<file path="config.mk">
export PLATFORM = sky130hd
export DESIGN_NAME = pipe_stage_buf
export DESIGN_NICKNAME = d
export VERILOG_FILES = /design/src/rtl/pipe_stage_buf.sv
export SDC_FILE = /design/constraint.sdc
export NUM_CORES = 1
export LEC_CHECK = 0
export BUFFER_PORTS_ARGS = -buffer_cell sky130_fd_sc_hd__clkbuf_2
export CAP_MARGIN = 25
export CELL_PAD_IN_SITES_DETAIL_PLACEMENT = 1
export CELL_PAD_IN_SITES_GLOBAL_PLACEMENT = 2
export CORE_ASPECT_RATIO = 1.1
export CORE_MARGIN = 3
export CORE_UTILIZATION = 28
export CTS_CLUSTER_SIZE = 30
export DETAILED_ROUTE_END_ITERATION = 10
export PLACE_DENSITY_LB_ADDON = 0.1
export SLEW_MARGIN = 30
export SYNTH_ARGS = -nofsm -noshare
export SYNTH_HDL_FRONTEND = slang
export SYNTH_SLANG_ARGS = --single-unit
</file>
<file path="constraint.sdc">
create_clock -name clk -period 4.7 [get_ports clk]
set_input_delay 1.41 -clock clk [delete_from_list [all_inputs] [get_ports clk]]
set_output_delay 1.41 -clock clk [all_outputs]
set_load 0.01 [all_outputs]
</file>
<file path="src/rtl/pipe_stage_buf.sv">
// pipe_stage_buf: generic pipeline stage register with valid/ready handshake,
// synchronous flush and an optional two-entry skid buffer.
// Latency: 1 cycle from in-transfer to out_valid when the stage was empty.
// Backpressure: out_ready=0 stalls the stage; with PIPE_STAGE_BUF_SKID_EN
// defined, in_ready is registered (!S_valid), otherwise in_ready = !M_valid || out_ready.
//
// Configuration macro: PIPE_STAGE_BUF_SKID_EN (defined = two-entry skid buffer,
// undefined = single main entry only).
//
// Ports:
//   clk        rising-edge clock
//   rst_n      synchronous active-low reset
//   flush      invalidate every held entry at this edge; beats handshaken now are dropped
//   in_valid   upstream beat present
//   in_ready   stage can accept a beat
//   in_data    upstream payload (WIDTH bits)
//   out_valid  downstream beat present (main entry valid)
//   out_ready  downstream accepts; drive 0 to stall
//   out_data   downstream payload, NOP_VALUE whenever out_valid=0
//   occupancy  number of held entries (0..2)

module pipe_stage_buf #(
  parameter int unsigned      WIDTH     = 96,
  parameter logic [WIDTH-1:0] NOP_VALUE = '0
) (
  input  logic             clk,
  input  logic             rst_n,
  input  logic             flush,
  input  logic             in_valid,
  output logic             in_ready,
  input  logic [WIDTH-1:0] in_data,
  output logic             out_valid,
  input  logic             out_ready,
  output logic [WIDTH-1:0] out_data,
  output logic [1:0]       occupancy
);

  // Main entry: always the oldest beat, drives the output side.
  logic             m_vld;
  logic [WIDTH-1:0] m_dat;

  logic xfer_in;
  logic xfer_out;

  assign xfer_in   = in_valid & in_ready;
  assign xfer_out  = m_vld & out_ready;

  assign out_valid = m_vld;
  // The NOP substitution happens at the output so the payload registers
  // never need a reset or a clear on flush.
  assign out_data  = m_vld ? m_dat : NOP_VALUE;

`ifdef PIPE_STAGE_BUF_SKID_EN

  // Skid entry: only ever holds the beat younger than M.
  logic             s_vld;
  logic [WIDTH-1:0] s_dat;

  // Next-state controls for the entries.
  logic m_vld_nxt;
  logic s_vld_nxt;
  logic m_load_in;   // M captures in_data
  logic m_load_s;    // M captures the skid entry
  logic s_load_in;   // S captures in_data

  // Registered ready: the skid entry absorbs the beat that may already be in
  // flight when out_ready drops, so upstream only needs to see S's state.
  assign in_ready  = ~s_vld;
  assign occupancy = 2'(m_vld) + 2'(s_vld);

  always_comb begin
    m_vld_nxt = m_vld;
    s_vld_nxt = s_vld;
    m_load_in = 1'b0;
    m_load_s  = 1'b0;
    s_load_in = 1'b0;

    if (s_vld) begin
      // Both full: in_ready is low, so only draining is possible.
      if (xfer_out) begin
        m_load_s  = 1'b1;
        s_vld_nxt = 1'b0;
      end
    end else if (!m_vld) begin
      if (xfer_in) begin
        m_load_in = 1'b1;
        m_vld_nxt = 1'b1;
      end
    end else if (xfer_out) begin
      // M leaves this cycle; a simultaneous input takes its place directly.
      if (xfer_in) begin
        m_load_in = 1'b1;
      end else begin
        m_vld_nxt = 1'b0;
      end
    end else if (xfer_in) begin
      // M is stalled: park the new beat behind it.
      s_load_in = 1'b1;
      s_vld_nxt = 1'b1;
    end
  end

  always_ff @(posedge clk) begin
    if (!rst_n || flush) begin
      m_vld <= 1'b0;
      s_vld <= 1'b0;
    end else begin
      m_vld <= m_vld_nxt;
      s_vld <= s_vld_nxt;
    end
  end

  // Payload registers carry no reset; their contents are ignored while the
  // matching valid bit is low.
  always_ff @(posedge clk) begin
    if (m_load_s) begin
      m_dat <= s_dat;
    end else if (m_load_in) begin
      m_dat <= in_data;
    end
    if (s_load_in) begin
      s_dat <= in_data;
    end
  end

`else

  logic m_vld_nxt;
  logic m_load_in;

  // Without a skid entry the stage can accept whenever M is empty or is
  // being emptied this cycle, which puts out_ready on the in_ready path.
  assign in_ready  = ~m_vld | out_ready;
  assign occupancy = 2'(m_vld);

  always_comb begin
    m_vld_nxt = m_vld;
    m_load_in = 1'b0;
    if (xfer_in) begin
      m_load_in = 1'b1;
      m_vld_nxt = 1'b1;
    end else if (xfer_out) begin
      m_vld_nxt = 1'b0;
    end
  end

  always_ff @(posedge clk) begin
    if (!rst_n || flush) begin
      m_vld <= 1'b0;
    end else begin
      m_vld <= m_vld_nxt;
    end
  end

  always_ff @(posedge clk) begin
    if (m_load_in) begin
      m_dat <= in_data;
    end
  end

`endif

endmodule

</file>
==> results.toml <==
[floorplan]
io_pins = 201
die_h_um = 125
core_sq_um = 12300
start_util = 0.294
dieWidth_um = 115
dieArea_sq_um = 14400
placementRows = 42

[global_route]
grt_overflow = 0
track_usage = 0.129
grt_max_degree = 55
antenna_found_initial = 1
grt_pass1_vias = 2569
grt_first_pass_wirelength_um = 13900

[critical_path]
end_kind = "output pin"
slowest_stage = "dfxtp_2"
path_class = "reg -> out"
r2r_end = "m_dat[31]$_DFFE_PP_"
slowest_delay_ps = 780
required_ps = 3290
crit_arrival_ps = 1920
r2r_start = "out_valid$_SDFFE_PP0P_"
ff2ff_setup_slack_ps = 2150
reg2reg_depth = 4
path_max_fanout = 49
path_cells = "buf_4 > and2_1 > clkbuf_2"
critPathLaunchType = "register"

[drt]
wl_per_cell_um = 16.0
final_antenna_net_count = 0
drtIter0Drc = 77
drtPass1Iterations = 4
drcViolationCount = 0
wl_um = 9140
dr_total_vias = 2410
viasPerCell = 4.22

[synth]
synth.most_common_cell = "and2_1"
netlist-cell-type-count = 10
synthArstFlopShare = 0
synth_area_leaders = "edfxtp_1 (79%), and2_1 (17%), buf_6 (1.2%)"
synth_area_sq_um = 3630
syn_nets = 312
synth_top_area_share = 0.795
yosysWarnings = 0
synth_top_cell_by_area = "edfxtp_1"
seq_area_frac_synth = 0.800
synth_area_per_cell_sq_um = 17.2
ys.flop_type = "edfxtp_1"
synth-seq-cells = 97
synthTopCellsByCount = "and2_1 (97), edfxtp_1 (96), buf_2 (5)"
syn-instance-count = 211
synth_edf_count = 96

[cts]
cts_setup_buffers = 0
cts_sinks = 97
cts_buffers = 9
cts_tree = "done"
cts_htree_levels = 3
root_buffer = "clkbuf_16"
postCtsHoldBufs = 0
clk_path_buf_depth = 2
clk_pin_slew_ps = 60
clock_latency_ps = 340
ctsResizeCount = 0

[placement]
postPlaceCellArea_sq_um = 4760
finalWeightedCongestion = 0.707
port_buffers = 199
dp_hpwl_um = 6820

[sta]
tightest_slew_ps = 738
rsz0062_at_grt = "false"
relSlewSlack = 0.508
setup-tns-final_ps = 0
fmax_mhz = 300
finClkSkew_ps = 4.68
maxSlewViolCount = 0
finalSetupViolations = 0
hold_viol = 0
post-route-period-util = 0.708
min_period_ps = 3330

[cells_and_area]
drive_gt1_frac = 0.514
multi_input_area_sq_um = 631
area_growth_pct = 37.9
seqCellArea_sq_um = 2900
fillers = 1347
design_area_sq_um = 5000
layout.nets = 514

[job]
cap_violations = 0

[hold_path]
hold_start = "out_valid$_SDFFE_PP0P_"
holdPathStages = 3
min_to = "out_valid$_SDFFE_PP0P_"
hp-class = "reg -> reg"

[run_status]
run_status = "finished, final reports clean"

[power]
max-vdd-ir-drop_mv = 0.187
cellLeakagePower_uw = 0.00225
power_density_nw_per_um2 = 355
==> cell type report <==
| cell class | instances | share of cell area |
|---|---|---|
| clock inverter | 2 | 0.00150 |
| sequential | 97 | 0.580 |
| tap | 154 | 0.0385 |
| clock buffer | 12 | 0.0473 |
| timing repair buffer | 203 | 0.205 |
| multi-input combinational | 101 | 0.126 |
| antenna | 1 | 0.000500 |
| inverter | 1 | 0.000750 |
==> routing by layer <==
metal / GRT usage / share of wire / up-vias
met5: 0 / 0 / -
met4: 0.0706 / 0.027 / 0
met3: 0.0517 / 0.10 / 13
met2: 0.221 / 0.51 / 122
met1: 0.133 / 0.37 / 1145
li1: - / - / 1130
==> sequential cells by signal, summed over array words and instances, names as in the netlist <==
signal and count:
m_dat 96, out_valid 1
==> through the flow <==
step	hold slack [ps]	utilization	power, uW	std cells	setup WS, ps
after floorplan	664	-	1090	211	385
after global placement	1220	0.385	1160	556	1500
after detailed placement	1230	0.385	1170	556	1490
after CTS	1220	0.405	1820	570	1250
after global routing	1220	0.405	1870	571	1110
final	1190	0.405	1780	571	1370
==> cells in the final DEF (no fill, tap or decap), drive strengths merged <==
| cell type | count |
|---|---|
| clkbuf | 211 |
| diode | 1 |
| and2 | 97 |
| a21oi | 1 |
| nand2b | 2 |
| conb | 1 |
| dfxtp | 1 |
| edfxtp | 96 |
| inv | 1 |
| buf | 4 |
| clkinv | 2 |
==> critical path, delay by kind of cell (launching register included) <==
kind          cells  cell delay (ps)
flops             1              780
buf+inv           2              590
simple gates      1              190
==> report_power, final <==
part,internal (uW),switching (uW)
Clock,350,281
Sequential,1010,12.7
Combinational,59.2,65.8
Total,1420,360
==> worst max-delay path by stage <==
stage	from	end	slack, ps	cells past startpoint
final	out_valid$_SDFFE_PP0P_	out_data[13]	1370	3
after CTS	out_valid$_SDFFE_PP0P_	out_data[2]	1250	3
after global placement	out_ready	in_ready	1500	3
after global routing	out_valid$_SDFFE_PP0P_	out_data[2]	1110	3
after detailed placement	out_ready	in_ready	1490	3
after floorplan	out_ready	m_dat[0]$_DFFE_PP_	380	2
==> cells by family after synthesis <==
logic type | after synthesis | share of synthesized area
compound gates | 1 | 0.00138
flops | 97 | 0.800
buf+inv | 13 | 0.0266
other cells | 1 | 0.00103
simple gates | 99 | 0.171
Note: power is estimated with default switching activity, not from simulation.
